[src/rtl/ili9341_init_seq.sv]
// ILI9341 power-up sequencer.
// Pulses the panel hardware reset, waits for the panel to settle, then walks
// a command ROM. Each ROM word is either a byte for the serial transmitter or
// a delay. A delay of zero is the end marker.
module ili9341_init_seq #(
    parameter int RST_LOW_CYCLES  = 160000,
    parameter int RST_WAIT_CYCLES = 1920000,
    parameter int DELAY_UNIT      = 16000,
    parameter int ADDR_BITS       = 8
) (
    input  logic                 clk,
    input  logic                 rst_n,
    input  logic                 start,
    output logic                 lcd_rst_n,
    output logic [ADDR_BITS-1:0] rom_addr,
    input  logic [9:0]           rom_data,
    output logic                 tx_valid,
    output logic                 tx_dc,
    output logic [7:0]           tx_data,
    input  logic                 tx_ready,
    output logic                 busy,
    output logic                 done
);

    localparam logic [2:0] S_IDLE     = 3'd0;
    localparam logic [2:0] S_RST_LOW  = 3'd1;
    localparam logic [2:0] S_RST_WAIT = 3'd2;
    localparam logic [2:0] S_FETCH    = 3'd3;
    localparam logic [2:0] S_DECODE   = 3'd4;
    localparam logic [2:0] S_SEND     = 3'd5;
    localparam logic [2:0] S_DELAY    = 3'd6;
    localparam logic [2:0] S_DONE     = 3'd7;

    // Delay product: 8-bit payload times DELAY_UNIT, one spare bit so it never overflows.
    localparam int PROD_W = 8 + $clog2(DELAY_UNIT) + 1;
    localparam int RL_W   = $clog2(RST_LOW_CYCLES + 1);
    localparam int RW_W   = $clog2(RST_WAIT_CYCLES + 1);
    localparam int MAX_RW = (RL_W > RW_W) ? RL_W : RW_W;
    localparam int CNT_W  = (MAX_RW > PROD_W) ? MAX_RW : PROD_W;

    logic [2:0]           state_q, state_d;
    logic [CNT_W-1:0]     cnt_q, cnt_d;
    logic [ADDR_BITS-1:0] rom_addr_q, rom_addr_d;
    logic                 tx_dc_q, tx_dc_d;
    logic [7:0]           tx_data_q, tx_data_d;

    logic                 addr_last;
    logic                 cnt_zero;
    logic [PROD_W-1:0]    delay_prod;

    assign addr_last  = &rom_addr_q;
    assign cnt_zero   = (cnt_q == '0);
    assign delay_prod = PROD_W'(rom_data[7:0]) * PROD_W'(DELAY_UNIT) - PROD_W'(1);

    // Next-state, counter, ROM address and transmit byte computation.
    always_comb begin
        state_d    = state_q;
        cnt_d      = cnt_q;
        rom_addr_d = rom_addr_q;
        tx_dc_d    = tx_dc_q;
        tx_data_d  = tx_data_q;
        case (state_q)
            S_IDLE: begin
                if (start) begin
                    state_d = S_RST_LOW;
                    cnt_d   = CNT_W'(RST_LOW_CYCLES - 1);
                end
            end
            S_RST_LOW: begin
                if (cnt_zero) begin
                    state_d = S_RST_WAIT;
                    cnt_d   = CNT_W'(RST_WAIT_CYCLES - 1);
                end else begin
                    cnt_d = cnt_q - CNT_W'(1);
                end
            end
            S_RST_WAIT: begin
                if (cnt_zero) begin
                    state_d    = S_FETCH;
                    rom_addr_d = '0;
                end else begin
                    cnt_d = cnt_q - CNT_W'(1);
                end
            end
            S_FETCH: begin
                state_d = S_DECODE;
            end
            S_DECODE: begin
                if (!rom_data[9]) begin
                    tx_dc_d   = rom_data[8];
                    tx_data_d = rom_data[7:0];
                    state_d   = S_SEND;
                end else if (rom_data[7:0] == 8'd0) begin
                    state_d = S_DONE;
                end else begin
                    cnt_d   = CNT_W'(delay_prod);
                    state_d = S_DELAY;
                end
            end
            S_SEND: begin
                // Last address without an end marker finishes instead of wrapping to 0.
                if (tx_ready) begin
                    if (addr_last) begin
                        state_d = S_DONE;
                    end else begin
                        rom_addr_d = rom_addr_q + ADDR_BITS'(1);
                        state_d    = S_FETCH;
                    end
                end
            end
            S_DELAY: begin
                if (cnt_zero) begin
                    if (addr_last) begin
                        state_d = S_DONE;
                    end else begin
                        rom_addr_d = rom_addr_q + ADDR_BITS'(1);
                        state_d    = S_FETCH;
                    end
                end else begin
                    cnt_d = cnt_q - CNT_W'(1);
                end
            end
            S_DONE: begin
                state_d = S_DONE;
            end
            default: begin
                state_d = S_IDLE;
            end
        endcase
    end

    // State registers with asynchronous active-low reset.
    always_ff @(posedge clk or negedge rst_n) begin
        if (!rst_n) begin
            state_q    <= S_IDLE;
            cnt_q      <= '0;
            rom_addr_q <= '0;
            tx_dc_q    <= 1'b0;
            tx_data_q  <= 8'd0;
        end else begin
            state_q    <= state_d;
            cnt_q      <= cnt_d;
            rom_addr_q <= rom_addr_d;
            tx_dc_q    <= tx_dc_d;
            tx_data_q  <= tx_data_d;
        end
    end

    assign lcd_rst_n = (state_q != S_RST_LOW);
    assign tx_valid  = (state_q == S_SEND);
    assign busy      = (state_q != S_IDLE) && (state_q != S_DONE);
    assign done      = (state_q == S_DONE);
    assign rom_addr  = rom_addr_q;
    assign tx_dc     = tx_dc_q;
    assign tx_data   = tx_data_q;

endmodule

[config.mk]
export PLATFORM = sky130hd
export DESIGN_NAME = ili9341_init_seq
export DESIGN_NICKNAME = d
export VERILOG_FILES = /design/src/rtl/ili9341_init_seq.sv
export SDC_FILE = /design/constraint.sdc
export NUM_CORES = 1
export LEC_CHECK = 0
export CORE_ASPECT_RATIO = 0.6
export CORE_MARGIN = 2
export CORE_UTILIZATION = 25
export CTS_CLUSTER_DIAMETER = 80
export DETAILED_ROUTE_END_ITERATION = 10
export PLACE_DENSITY = 0.46
export SYNTH_ARGS = -nofsm -noshare
export SYNTH_HDL_FRONTEND = slang
export SYNTH_SLANG_ARGS = --single-unit
[constraint.sdc]
create_clock -name clk -period 2.7 [get_ports clk]
set_input_delay 0.81 -clock clk [delete_from_list [all_inputs] [get_ports clk]]
set_output_delay 0.81 -clock clk [all_outputs]
set_load 0.1 [all_outputs]
# Word level (Yosys, flattened, before mapping)
# Index checks and enable logic that the tools add are counted.
# Widths: inputs -> output; s select.
# totals
ff_bits	43
output_inout_bits	21
wordCells	60
# classes
addsub	3
mul	1
eq_ne	17
muxes	20
bitwise_logic	1
n_reduce_logical	13
# op_table
op	n
$mux 23	5
$pmux 23 s4	1
$mux 8	4
$pmux 3 s8	1
$pmux 8 s3	1
$logic_not 23->1	1
$sub 22x1->23 const B	1
$sub 23x1->23 const B	1
$mux 3	6
$mul 8x7->15 const B	1
$ne 2x2->1 const B	7
$eq 3x3->1 const B	4
$reduce_and 5->1	2
$add 8x1->8 const B	1
$logic_not 8->1	1
$reduce_and 8->1	1
$eq 3x2->1 const B	2
$reduce_bool 3->1	2
$reduce_and 4->1	1
$reduce_bool 4->1	1
$eq 3x1->1 const B	1
$logic_not 3->1	1
$ne 3x1->1 const B	1
$ne 3x3->1 const B	1
7 further kinds	7

# Depth between registers and ports, before layout
# depth
word_depth	5
depth_mapped	17
mapped_depth_nobuf	16

# Worst setup path after synthesis
# Ideal clock, no wire load.
# synth_timing
path_type	input to register
start	input port rom_data[1]
end	register cnt_q[17]
arrival_ns	4.799
slack_ns	-2.229
path_stages	16
path_buffers	1
cell_sequence	fa_1 > inv_1 > fa_1 > fa_1 > inv_1 > fa_1 > ha_1 > buf_2 > a21o_1 > a21oi_1 > nand2_1 > xor2_1 > nor4_4 > xnor2_1 > a2111oi_2 > nor3_1
# synth_via
elab_chain_cells	5
elab_cells_between_ends	8
classes_between	1 x add/sub; 1 x mul; 1 x eq/ne; 3 x mux; 2 x reduce/logical
# synth_lines
item	line_no	rtl
start, declared	16	input logic [9:0] rom_data,
$mul 8x7->15	53	assign delay_prod = PROD_W'(rom_data[7:0]) * PROD_W'(DELAY_UNIT) - PROD_W'(1);
$sub 22x1->23	53	
$mux 23	93	end else if (rom_data[7:0] == 8'd0) begin
$mux 23	89	if (!rom_data[9]) begin
$pmux 23 s4	62	case (state_q)
end signal, assigned	142	cnt_q <= cnt_d;
end, declared	42	logic [CNT_W-1:0] cnt_q, cnt_d;
# Parallel ways exist; a longest one is shown, timed or not. The select of a mux whose other input is x is not followed.
# A chain may end at the register's enable or synchronous reset.

# Worst setup path in the final report
# Ends and elaborated chain as after synthesis.

==> flow_results.org <==
** Pwr
- For this design the total switching power over the nets is 0.00230 W.
- Internal power of the cells :: 0.00330 W
- IR analysis of the VDD net gives a maximum drop of 460 uV.
- Summed over all cells, the static leakage comes to 2.92 nW.
- Power comes to 0.00560 W.
- Of the total power, the share spent switching nets is 0.411.
- Of the total power, the clock network draws 0.109.
- The share of total power dissipated in combinational logic is 0.774.
- For this design the ratio of total power to cell area is 858 nW/um2.
- Relative contribution of sequential cells to total power :: 0.117

** Clocking
- Maximum level of the CTS H-tree :: 2
- TritonCTS built the clock tree.
- The number of clock buffers added by TritonCTS is 5.
- Clock network latency to the later pin of the worst-skew pair :: 0.30 ns
- The longest clock path from root to sink contains 2 buffers.
- Clock-pin slew on the worst setup and hold paths :: 0.06 ns
- Clock root buffer :: sky130_fd_sc_hd__clkbuf_16
- Hold buffer count at cts :: 0
- CTS saw 43 sinks.

** Setup path
- Startpoint class of the critical path :: input pin
- WS Path Type :: input pin to flop
- STA puts the critical path data required time at 2.87 ns.
- Of all nets on the critical path, the largest fanout is 5.
- Kind of end point of the critical path :: flop
- Data arrival, critical path :: 4.82 ns

** Route
- The count of nets left with antenna violations once routing finished came out at 0.
- For this run, the detailed router's first-pass iteration total came to 5.
- The first routing iteration left 278 violations.
- Total via count in the routed design :: 4054
- After detailed routing, the average wire length per cell comes to 14.8 um.
- Via count normalized by instance count :: 4.74
- Total DRC errors in the routed layout :: 0
- The routed design has 12700 um of wire.

** Cells and area
- Area grow syn2layout :: 53.9%
- For this run, the share of the core covered by cells in the final layout is 0.397.
- Summing all non-filler instances in the final layout gives an area of 6530 um2.
- In the layout the commonest cells are sky130_fd_sc_hd__buf_4, sky130_fd_sc_hd__dfrtp_1, sky130_fd_sc_hd__nand2_1.
- The final layout contains 706 nets.
- The number of antenna diodes in the final layout is 0.
- Leaving out fill and tap cells, the most frequent cell in the layout is sky130_fd_sc_hd__buf_4.
- Non-Filler Instances :: 856
- Fraction of layout cells with a size suffix above 1 :: 0.400

** Yosys
- The synthesized design contains 43 register bits.
- Among all flip-flop cells after synthesis, the most frequent one is sky130_fd_sc_hd__dfrtp_1.
- Total nets after synthesis :: 561
- Number of library cell types mapped by synthesis :: 57
- Number of synthesized flops with an enable pin :: 0
- Area share of the largest cell type after synthesis :: 0.253
- Of all flip-flops after synthesis, the portion carrying an async set or reset was 1.00.
- Of the synthesized area, sequential elements account for 0.253.
- Post-synthesis cell count :: 482
- A synthesized cell averages 8.81 um2.
- Sorting the synthesized cells by area gives the leading types as sky130_fd_sc_hd__dfrtp_1, sky130_fd_sc_hd__ha_1, sky130_fd_sc_hd__fa_1.
- Mapped Area :: 4250 um2
- Yosys warning count :: 0
- Area leader, netlist :: sky130_fd_sc_hd__dfrtp_1

** GRT
- Via count of the first global-routing pass :: 3977
- First-pass GRT wire length :: 20900 um
- Entering global routing, the biggest net connects 24 pins.
- The initial antenna violation count came to 0.
- Total gr overflow :: 0
- GRT Overall Usage :: 0.147

** Floorplanning
- The core region is 16400 um2.
- In this run the count of I/O pins placed on the die edge is 35.
- Die X :: 172 um
- For this configuration, the core starts out at a cell density of 0.258.
- Site Rows :: 36
- Full die area :: 18100 um2
- From bottom edge to top edge, the die measures 105 um.

** Timing
- Unrepaired setup endpoints after global routing :: yes
- Based on the critical path, the design can be clocked at up to 215 MHz.
- Final-layout worst hold slack :: 0.495 ns
- Max-slew violation count :: 0
- For the finished layout, the period the worst path requires is 4.65 ns.
- Across all setup checks in the final design, the least slack found is -1.95 ns.
- The number of hold violations in the final report came to 0.
- In the finished design, the share of the clock period the worst path needs comes to 1.72.
- Actual transition at the worst max-transition pin :: 0.630 ns
- Final setup viols :: 12
- On the final layout, the worst clock skew is 0.0130 ns.
- The worst pin sits at a relative slew slack of 0.578.

** Worst hold path
- Min-Delay Path Class :: flop to flop

** Placed design
- Summing all placed instances gives a cell area of 5740 um2.
- Including well taps, the total number of placed cells is 824.
- Buffers placed on the I/O ports in this run total 34.
- At the end of routability-driven placement, the weighted congestion stood at 0.843.
- Estimated wirelength of the detail-placed design :: 9950 um

** Flow run
- The tool flagged a number of max-cap violations equal to 0.

** Run status
- Failing checks :: negative setup slack
- The flow ran to the end, but the final reports show violations.
## synth_stat cells, types with 3 or more instances
master and n:
sky130_fd_sc_hd__inv_1 46, sky130_fd_sc_hd__ha_1 44, sky130_fd_sc_hd__dfrtp_1 43, sky130_fd_sc_hd__nand2_1 41, sky130_fd_sc_hd__o21ai_0 37, sky130_fd_sc_hd__nor2_1 34
sky130_fd_sc_hd__fa_1 21, sky130_fd_sc_hd__a21oi_1 20, sky130_fd_sc_hd__nor3_1 19, sky130_fd_sc_hd__xnor2_1 14, sky130_fd_sc_hd__xor2_1 14, sky130_fd_sc_hd__clkbuf_1 11
sky130_fd_sc_hd__nand3_1 11, sky130_fd_sc_hd__mux2_2 9, sky130_fd_sc_hd__o21a_1 8, sky130_fd_sc_hd__o21ai_1 8, sky130_fd_sc_hd__o31ai_1 8, sky130_fd_sc_hd__buf_2 7
sky130_fd_sc_hd__nand2b_1 7, sky130_fd_sc_hd__nor4_1 7, sky130_fd_sc_hd__a22oi_1 5, sky130_fd_sc_hd__a31oi_1 5, sky130_fd_sc_hd__nand4_1 5, sky130_fd_sc_hd__a21o_1 4
sky130_fd_sc_hd__and2_1 4, sky130_fd_sc_hd__and3_1 4, sky130_fd_sc_hd__nor2b_1 4, sky130_fd_sc_hd__o221ai_1 4, sky130_fd_sc_hd__o22a_1 3
## per-layer routing
metal  global-route usage  wire [um]  up-vias
met2                0.195       5090       72
met5                    0          0        -
met4               0.0216         63        0
met1                0.242       6980     1981
li1                     -          -     1995
met3               0.0269        556        6
## cell families after synthesis
kind of cell	Yosys count	share of synthesized area
DFF	43	0.253
muxes	10	0.0262
adders and majority gates	65	0.229
and+or+nand+nor	148	0.178
xor gates and xnor gates	29	0.0642
buffers and inverters	65	0.0604
AOI/OAI and AO/OA	122	0.189
## sequential cells by signal (all words and copies together), names as in the netlist
name and flops:
cnt_q 23, tx_dc 1, state_q 3, tx_data 8, rom_addr 8
## power by group through the flow
stage / clock (W) / combinational (W) / sequential (W)
floorplan: 0 / 0.00189 / 0.000717
global placement: 0 / 0.00308 / 0.000666
detailed placement: 0 / 0.00312 / 0.000667
CTS: 0.000625 / 0.00379 / 0.000655
global route: 0.000649 / 0.00469 / 0.000655
finish: 0.000611 / 0.00434 / 0.000655
## layout make-up
class | count | area [um2]
Multi-Input combinational cell | 374 | 3450
Tap cell | 228 | 285
Timing Repair Buffer | 157 | 1390
Fill cell | 1613 | 9910
Inverter | 46 | 195
Clock inverter | 2 | 12.5
Clock buffer | 6 | 129
Sequential cell | 43 | 1080
## metrics by stage
step | setup slack, ns | TNS [ns]
2_1_floorplan | -1.93 | -18.46
3_3_place_gp | -2.64 | -32.70
3_5_place_dp | -2.76 | -33.69
4_1_cts | -2.02 | -19.54
5_1_grt | -2.13 | -21.54
6_report | -1.95 | -19.85
## repair_timing
| item | CTS | global route |
|---|---|---|
| buffers inserted | 13 | 15 |
| pin swaps | 47 | 52 |
| cloned | 0 | 0 |
| endpoints found under the setup margin | 22 | 16 |
| gates resized for setup | 70 | 52 |
## worst max-delay path, stage by stage
cell                        delay [ns]
sky130_fd_sc_hd__buf_8            0.10
sky130_fd_sc_hd__fa_1             0.54
sky130_fd_sc_hd__inv_1            0.06
sky130_fd_sc_hd__fa_1             0.45
sky130_fd_sc_hd__fa_1             0.51
sky130_fd_sc_hd__inv_2            0.04
sky130_fd_sc_hd__fa_1             0.54
sky130_fd_sc_hd__ha_4             0.23
sky130_fd_sc_hd__buf_4            0.14
sky130_fd_sc_hd__a2111oi_4        0.34
sky130_fd_sc_hd__o31ai_4          0.16
sky130_fd_sc_hd__nand2_2          0.15
sky130_fd_sc_hd__xor2_4           0.22
sky130_fd_sc_hd__xnor2_2          0.10
sky130_fd_sc_hd__a2111oi_2        0.36
sky130_fd_sc_hd__nor3_1           0.07
## worst paths after layout
kind,start,end,slack [ns],cells past startpoint
setup / recovery,rom_data[1],cnt_q[17]$_DFFE_PN0P_,-1.95,16
hold reg to reg,cnt_q[6]$_DFFE_PN0P_,cnt_q[6]$_DFFE_PN0P_,0.50,1
min in group asynchronous,rst_n,rom_addr[4]$_DFFE_PN0P_,0.51,1
setup reg to reg,cnt_q[10]$_DFFE_PN0P_,cnt_q[17]$_DFFE_PN0P_,0.28,11
hold / removal,cnt_q[6]$_DFFE_PN0P_,cnt_q[6]$_DFFE_PN0P_,0.50,1
max in group asynchronous,rst_n,tx_data[3]$_DFFE_PN0P_,1.60,2
Power figures use the tool's default switching activity.
